===== config.mk =====
export PLATFORM = sky130hd
export DESIGN_NAME = cnt_ctrl
export DESIGN_NICKNAME = d
export VERILOG_FILES = /design/src/rtl/cnt_ctrl.sv
export SDC_FILE = /design/constraint.sdc
export NUM_CORES = 1
export LEC_CHECK = 0
export ABC_AREA = 1
export CAP_MARGIN = 25
export CORE_UTILIZATION = 25
export DETAILED_ROUTE_END_ITERATION = 8
export HOLD_SLACK_MARGIN = 0.02
export SYNTH_ARGS = -nofsm -noshare
export SYNTH_HDL_FRONTEND = slang
export SYNTH_SLANG_ARGS = --single-unit

===== constraint.sdc =====
create_clock -name clk -period 5.1 [get_ports clk]
set_clock_uncertainty 0.2 [all_clocks]
set_input_delay 1.02 -clock clk [delete_from_list [all_inputs] [get_ports clk]]
set_output_delay 1.02 -clock clk [all_outputs]
set_load 0.005 [all_outputs]

===== src/rtl/cnt_ctrl.sv =====
// cnt_ctrl: button/switch front end for the 4-bit cnt counter.
//
// Synchronizes three raw push-buttons and a 4-bit switch bank, debounces each
// button, turns every clean press into a single-cycle command pulse and drives
// the counter's control inputs. All outputs are registered.
//
// Optional feature: define CNT_CTRL_AUTOREPEAT_EN to make a held up/down button
// auto-repeat after REPEAT_DELAY cycles, then every REPEAT_PERIOD cycles.
//
// Parameters:
//   DB_CYCLES     - consecutive stable cycles to accept a button change (>= 2)
//   REPEAT_DELAY  - cycles from first pulse to first auto-repeat pulse (>= 2)
//   REPEAT_PERIOD - cycles between auto-repeat pulses (>= 2)
//
// Ports:
//   clk      in  system clock, rising edge
//   rst      in  asynchronous active-high reset
//   btn_up   in  raw count-up button
//   btn_down in  raw count-down button
//   btn_load in  raw load button
//   sw       in  raw 4-bit load value switches
//   en       out single-cycle count-enable pulse
//   up       out direction, 1 = increment; holds last commanded direction
//   load     out single-cycle load pulse
//   count_in out load value; holds last loaded value
module cnt_ctrl #(
  parameter int unsigned DB_CYCLES     = 1000000,
  parameter int unsigned REPEAT_DELAY  = 50000000,
  parameter int unsigned REPEAT_PERIOD = 10000000
) (
  input  logic       clk,
  input  logic       rst,
  input  logic       btn_up,
  input  logic       btn_down,
  input  logic       btn_load,
  input  logic [3:0] sw,
  output logic       en,
  output logic       up,
  output logic       load,
  output logic [3:0] count_in
);

  if (DB_CYCLES < 2 || REPEAT_DELAY < 2 || REPEAT_PERIOD < 2) begin : g_bad_params
    $error("cnt_ctrl: DB_CYCLES, REPEAT_DELAY and REPEAT_PERIOD must all be >= 2");
  end

  localparam int unsigned IdxUp = 0;
  localparam int unsigned IdxDn = 1;
  localparam int unsigned IdxLd = 2;

  localparam int unsigned    DbW    = $clog2(DB_CYCLES);
  localparam logic [DbW-1:0] DbLast = DbW'(DB_CYCLES - 1);

  // ---------------------------------------------------------------------------
  // Synchronizers: bit 0 up, 1 down, 2 load, 6:3 switches
  // ---------------------------------------------------------------------------
  logic [6:0] meta_q;
  logic [6:0] sync_q;
  logic [2:0] btn_s;
  logic [3:0] sw_s;

  assign btn_s = sync_q[2:0];
  assign sw_s  = sync_q[6:3];

  // ---------------------------------------------------------------------------
  // Debounce and press detect
  // ---------------------------------------------------------------------------
  logic [2:0]           db_q;
  logic [2:0]           db_d;
  logic [2:0]           db_prev_q;
  logic [2:0]           press_q;
  logic [2:0][DbW-1:0]  db_cnt_q;
  logic [2:0][DbW-1:0]  db_cnt_d;

  // db flips on the DB_CYCLES-th consecutive mismatching sample; any matching
  // sample restarts the count.
  always_comb begin
    for (int i = 0; i < 3; i++) begin
      db_d[i]     = db_q[i];
      db_cnt_d[i] = '0;
      if (btn_s[i] != db_q[i]) begin
        if (db_cnt_q[i] == DbLast) begin
          db_d[i] = btn_s[i];
        end else begin
          db_cnt_d[i] = db_cnt_q[i] + 1'b1;
        end
      end
    end
  end

  always_ff @(posedge clk or posedge rst) begin
    if (rst) begin
      meta_q    <= '0;
      sync_q    <= '0;
      db_q      <= '0;
      db_prev_q <= '0;
      press_q   <= '0;
      db_cnt_q  <= '0;
    end else begin
      meta_q    <= {sw, btn_load, btn_down, btn_up};
      sync_q    <= meta_q;
      db_q      <= db_d;
      db_cnt_q  <= db_cnt_d;
      db_prev_q <= db_q;
      press_q   <= db_q & ~db_prev_q;
    end
  end

  // ---------------------------------------------------------------------------
  // Direction FSMs (index 0 up, 1 down) and output register
  // ---------------------------------------------------------------------------
`ifdef CNT_CTRL_AUTOREPEAT_EN
  typedef enum logic [1:0] {StIdle, StHeld, StHeldRepeat} dir_state_e;

  localparam int unsigned RptMax = (REPEAT_DELAY > REPEAT_PERIOD) ? REPEAT_DELAY
                                                                  : REPEAT_PERIOD;
  localparam int unsigned     RptW       = $clog2(RptMax);
  localparam logic [RptW-1:0] DelayLast  = RptW'(REPEAT_DELAY - 1);
  localparam logic [RptW-1:0] PeriodLast = RptW'(REPEAT_PERIOD - 1);

  logic [1:0][RptW-1:0] rpt_q;
`else
  typedef enum logic [0:0] {StIdle, StHeld} dir_state_e;
`endif

  dir_state_e state_q [2];
  logic [1:0] dir_req;
  logic       en_q;
  logic       up_q;
  logic       load_q;
  logic [3:0] count_in_q;

  // A direction request is a fresh press from IDLE or, with auto-repeat, a due
  // repeat tick while the button is still held and the other one is not.
  always_comb begin
    for (int i = 0; i < 2; i++) begin
      dir_req[i] = (state_q[i] == StIdle) && press_q[i];
`ifdef CNT_CTRL_AUTOREPEAT_EN
      if (db_q[i] && !(db_q[IdxUp] && db_q[IdxDn]) &&
          (((state_q[i] == StHeld) && (rpt_q[i] == DelayLast)) ||
           ((state_q[i] == StHeldRepeat) && (rpt_q[i] == PeriodLast)))) begin
        dir_req[i] = 1'b1;
      end
`endif
    end
  end

  always_ff @(posedge clk or posedge rst) begin
    if (rst) begin
      for (int i = 0; i < 2; i++) begin
        state_q[i] <= StIdle;
      end
`ifdef CNT_CTRL_AUTOREPEAT_EN
      rpt_q      <= '0;
`endif
      en_q       <= 1'b0;
      up_q       <= 1'b1;
      load_q     <= 1'b0;
      count_in_q <= 4'h0;
    end else begin
      for (int i = 0; i < 2; i++) begin
        case (state_q[i])
          StIdle: begin
            if (press_q[i]) begin
              state_q[i] <= StHeld;
`ifdef CNT_CTRL_AUTOREPEAT_EN
              rpt_q[i]   <= '0;
`endif
            end
          end
          StHeld: begin
            if (!db_q[i]) begin
              state_q[i] <= StIdle;
            end
`ifdef CNT_CTRL_AUTOREPEAT_EN
            else if (rpt_q[i] == DelayLast) begin
              state_q[i] <= StHeldRepeat;
              rpt_q[i]   <= '0;
            end else begin
              rpt_q[i] <= rpt_q[i] + 1'b1;
            end
`endif
          end
`ifdef CNT_CTRL_AUTOREPEAT_EN
          StHeldRepeat: begin
            if (!db_q[i]) begin
              state_q[i] <= StIdle;
            end else if (rpt_q[i] == PeriodLast) begin
              rpt_q[i] <= '0;
            end else begin
              rpt_q[i] <= rpt_q[i] + 1'b1;
            end
          end
`endif
          default: state_q[i] <= StIdle;
        endcase
      end

      // Load wins over everything; opposing direction requests cancel out.
      en_q   <= 1'b0;
      load_q <= 1'b0;
      if (press_q[IdxLd]) begin
        load_q     <= 1'b1;
        count_in_q <= sw_s;
      end else if (dir_req[IdxUp] && !dir_req[IdxDn]) begin
        en_q <= 1'b1;
        up_q <= 1'b1;
      end else if (dir_req[IdxDn] && !dir_req[IdxUp]) begin
        en_q <= 1'b1;
        up_q <= 1'b0;
      end
    end
  end

  assign en       = en_q;
  assign up       = up_q;
  assign load     = load_q;
  assign count_in = count_in_q;

endmodule

==> results_tabular.tex <==
\begin{tabular}{lr}
\hline
Metric & Value \\
\hline
\multicolumn{2}{l}{\textbf{Route}} \\
Final Routed Wirelength & between 8 and 9 mm \\
Total number of vias & 3188 \\
Number of DRC violations after detailed-routing iteration 0 & about 200 \\
Initial DRT Pass Iterations & 4 \\
Post-detailed-route wirelength per cell & 10.9 µm \\
Vias per cell & 4.19 \\
Number of DRC violations after detailed routing & 0 \\
Number of antenna-violating nets in the routed design & 0 \\
\multicolumn{2}{l}{\textbf{Yosys}} \\
Fraction of synthesis flops using an asynchronous set or reset pin & 1.00 \\
Cell count after synthesis & 509 \\
Xor/xnor share of the synthesized area & 0.0698 \\
Main combinational cell family by area after synthesis & simple AND/OR/NAND/NOR gates \\
\#FFs+latches synth & 92 \\
Area share of the largest cell type after synthesis & 0.521 \\
Netlist area before placement & 4370 µm² \\
Total number of yosys warnings & 0 \\
Share of synthesized area occupied by flip-flops and latches & 0.527 \\
Cell taking the most area after synthesis & sky130\_fd\_sc\_hd\_\_dfrtp\_1 \\
Most frequently used cell type in the post-synthesis netlist & sky130\_fd\_sc\_hd\_\_nor2\_1 \\
Arithmetic-cell share of the synthesized area counting full adders, half adders and majority gates & 0.0114 \\
Most common flop cell mapped by yosys & sky130\_fd\_sc\_hd\_\_dfrtp\_1 \\
Multiplexer share of the synthesized area & 0.0129 \\
Leading post-synthesis cells by cell area & sky130\_fd\_sc\_hd\_\_dfrtp\_1, sky130\_fd\_sc\_hd\_\_nor2\_1, sky130\_fd\_sc\_hd\_\_nand2\_1 \\
Fraction of the mapped netlist area in compound gates & 0.0292 \\
Post-synthesis average cell area & 8.59 µm² \\
Number of enable-type register cells in the synthesized netlist & 0 \\
Simple-gate share of the synthesized area & 0.304 \\
Commonest cells post-synth & sky130\_fd\_sc\_hd\_\_nor2\_1, sky130\_fd\_sc\_hd\_\_dfrtp\_1, sky130\_fd\_sc\_hd\_\_nand2\_1 \\
Number of distinct library cells after synthesis & 27 \\
Net count of the mapped netlist & between 500 and 600 \\
\multicolumn{2}{l}{\textbf{Setup path}} \\
Startpoint of the worst register-to-register path & sync\_q[1] \\
CP Cell Sequence & clkdlybuf4s50\_1 \\
Critical-path top delay cell & sky130\_fd\_sc\_hd\_\_dfstp\_2 \\
Startpoint types & register \\
Category of the worst setup path capture point & output pin \\
Worst r2r dst & db\_cnt\_q[38] \\
Crit path max-delay family & flip-flops \\
Maximum net fanout on the critical path & 2 \\
Worst Path Class, Setup & register to output pin \\
WP buf/inv & 1 \\
Number of cells on the critical path & 1 \\
Arrival time worst endpoint & approximately 1400 ps \\
Biggest cell delay along the critical path & approximately 530 ps \\
Setup crit end & up \\
Cell count of the worst reg-to-reg path & 4 \\
Worst reg-to-reg setup slack & between 3000 and 4000 ps \\
Start point of the critical path & up \\
Data required time of the worst path & 3880 ps \\
\multicolumn{2}{l}{\textbf{Pwr}} \\
Final Power & 0.00147 W \\
Worst vdd ir & 0.149 mV \\
Power per unit of standard cell area & 286 nW/µm² \\
Cell leakage power & 2.18 nW \\
\multicolumn{2}{l}{\textbf{Timing}} \\
RSZ-0062 raised after global routing & no \\
Fmax & 388 MHz \\
Final slew viol count & 0 \\
Slew HR & 0.346 \\
Crit path time final & 2580 ps \\
Setup Total Neg Slack & 0 ps \\
Total setup violations reported at the end of the flow & 0 \\
Share of the cycle needed by the critical path after routing & 0.505 \\
Final Hold Viols & 0 \\
Final-layout worst hold slack & 148 ps \\
Slew at the pin closest to its max-slew limit & $\sim$970 ps \\
\multicolumn{2}{l}{\textbf{Finish}} \\
Final antenna diode count & 0 \\
Fraction of layout instances using a drive strength above 1 & 0.104 \\
Number of cells in the finished layout apart from fillers & 761 \\
Final-stage net count & 549 \\
Area Overhead vs Synth & 17.5\% \\
\multicolumn{2}{l}{\textbf{Placement}} \\
Number of port buffers & 15 \\
Placed wire-length estimate & 5.91 mm \\
Inst Count DP & 744 \\
Placer congestion estimate & between 0.8 and 0.9 \\
\multicolumn{2}{l}{\textbf{Floorplanning}} \\
Area of the core & between 15000 and 20000 µm² \\
Die X & 134 µm \\
Total die area & 18000 µm² \\
Count of boundary I/O pins & 16 \\
Height of the die & roughly 130 µm \\
Starting density of the core & 0.260 \\
Number of standard-cell rows in the floorplan & 47 \\
\multicolumn{2}{l}{\textbf{Clock network}} \\
Post-CTS repair timing setup buffer count & 0 \\
Maximum buffer depth of the clock tree & 2 \\
Clock Sink Count & approximately 90 \\
CTS H-tree lvls & 3 \\
Number of gates resized after CTS & 0 \\
Clock transition time at the flip-flop clock pins of the worst setup and hold paths & 60 ps \\
Count of hold-fix buffers inserted at cts & 0 \\
Clock latency of the later-clocked register in the worst-skew pair & roughly 340 ps \\
CTS tree & yes \\
Clock buffers created by TritonCTS & 9 \\
Root Driver & sky130\_fd\_sc\_hd\_\_clkbuf\_16 \\
\multicolumn{2}{l}{\textbf{GRT}} \\
Number of global-route vias before repair & 2977 \\
Maximum number of pins on one net before global-route repair & 79 \\
Initial antenna violation count & 0 \\
Combined global-route utilization of all metal layers & 0.0987 \\
Total global routing overflow & 0 \\
Wire length of the first global-routing pass & 14.0 mm \\
\multicolumn{2}{l}{\textbf{Run}} \\
Count of maximum capacitance violations & 0 \\
\multicolumn{2}{l}{\textbf{Hold path}} \\
Class of the worst hold path & register to register \\
\multicolumn{2}{l}{\textbf{Outcome}} \\
Status & completed \\
\hline
\end{tabular}
cells in the final DEF, fill, tap and decap left out, drive strengths merged, types with 3 or more instances in the layout:
cell type | Yosys | layout
o21bai | 3 | 3
nand3 | 45 | 45
ha | 4 | 4
dfrtp | 91 | 91
inv | 52 | 52
nand4 | 10 | 10
a21oi | 8 | 8
o21ai | 13 | 13
clkbuf | 1 | 13
xnor2 | 14 | 14
nor3 | 7 | 7
clkdlybuf4s50 | 0 | 15
xor2 | 20 | 20
nor2 | 140 | 140
mux2 | 5 | 5
nand2 | 92 | 92
metal layers:
layer | GRT usage | share of wire
met1 | 0.130 | 0.51
met2 | 0.154 | 0.45
met3 | 0.0197 | 0.028
met4 | 0.0487 | 0.018
met5 | 0 | 0
report_power, final:
group          internal [W]  switching [W]
registers          0.000741     0.00000709
logic             0.0000166      0.0000308
clock network      0.000407       0.000268
cells by family after synthesis:
logic type,Yosys count
buf+inv,53
flops,92
compound gates,24
fa+ha+maj,4
simple gates,297
xor+xnor,34
mux,5
final cells by class:
class	count	area, µm²
Tap cell	220	275
Multi-Input combinational cell	364	1870
Inverter	52	198
Clock buffer	13	260
Fill cell	1785	11700
Timing Repair Buffer	17	185
Clock inverter	3	45.0
Sequential cell	92	2300
state kept, by name, indices dropped and copies added (netlist names):
name and flops:
db_cnt_q 60, meta_q 7, sync_q 7, count_in 4, db_prev_q 3, db_q 3
press_q 3, state_q 2, en 1, load 1, up 1
per-stage QoR:
step,utilization,area [µm²],setup WS (ps)
floorplan,-,4370,1490
global placement,0.286,4800,2430
detailed placement,0.286,4800,2420
CTS,0.304,5110,2500
global route,0.305,5140,2480
finish,0.305,5140,2520
how the worst min path moves through the flow:
stage | startpoint | end | slack, ps | cells after the start
3_5_place_dp | meta_q[4] | sync_q[4] | 130 | 0
4_1_cts | meta_q[4] | sync_q[4] | 150 | 0
6_report | meta_q[4] | sync_q[4] | 150 | 0
5_1_grt | meta_q[4] | sync_q[4] | 150 | 0
3_3_place_gp | meta_q[4] | sync_q[4] | 130 | 0
2_1_floorplan | meta_q[0] | sync_q[0] | 130 | 0
Power figures use the tool's default switching activity.
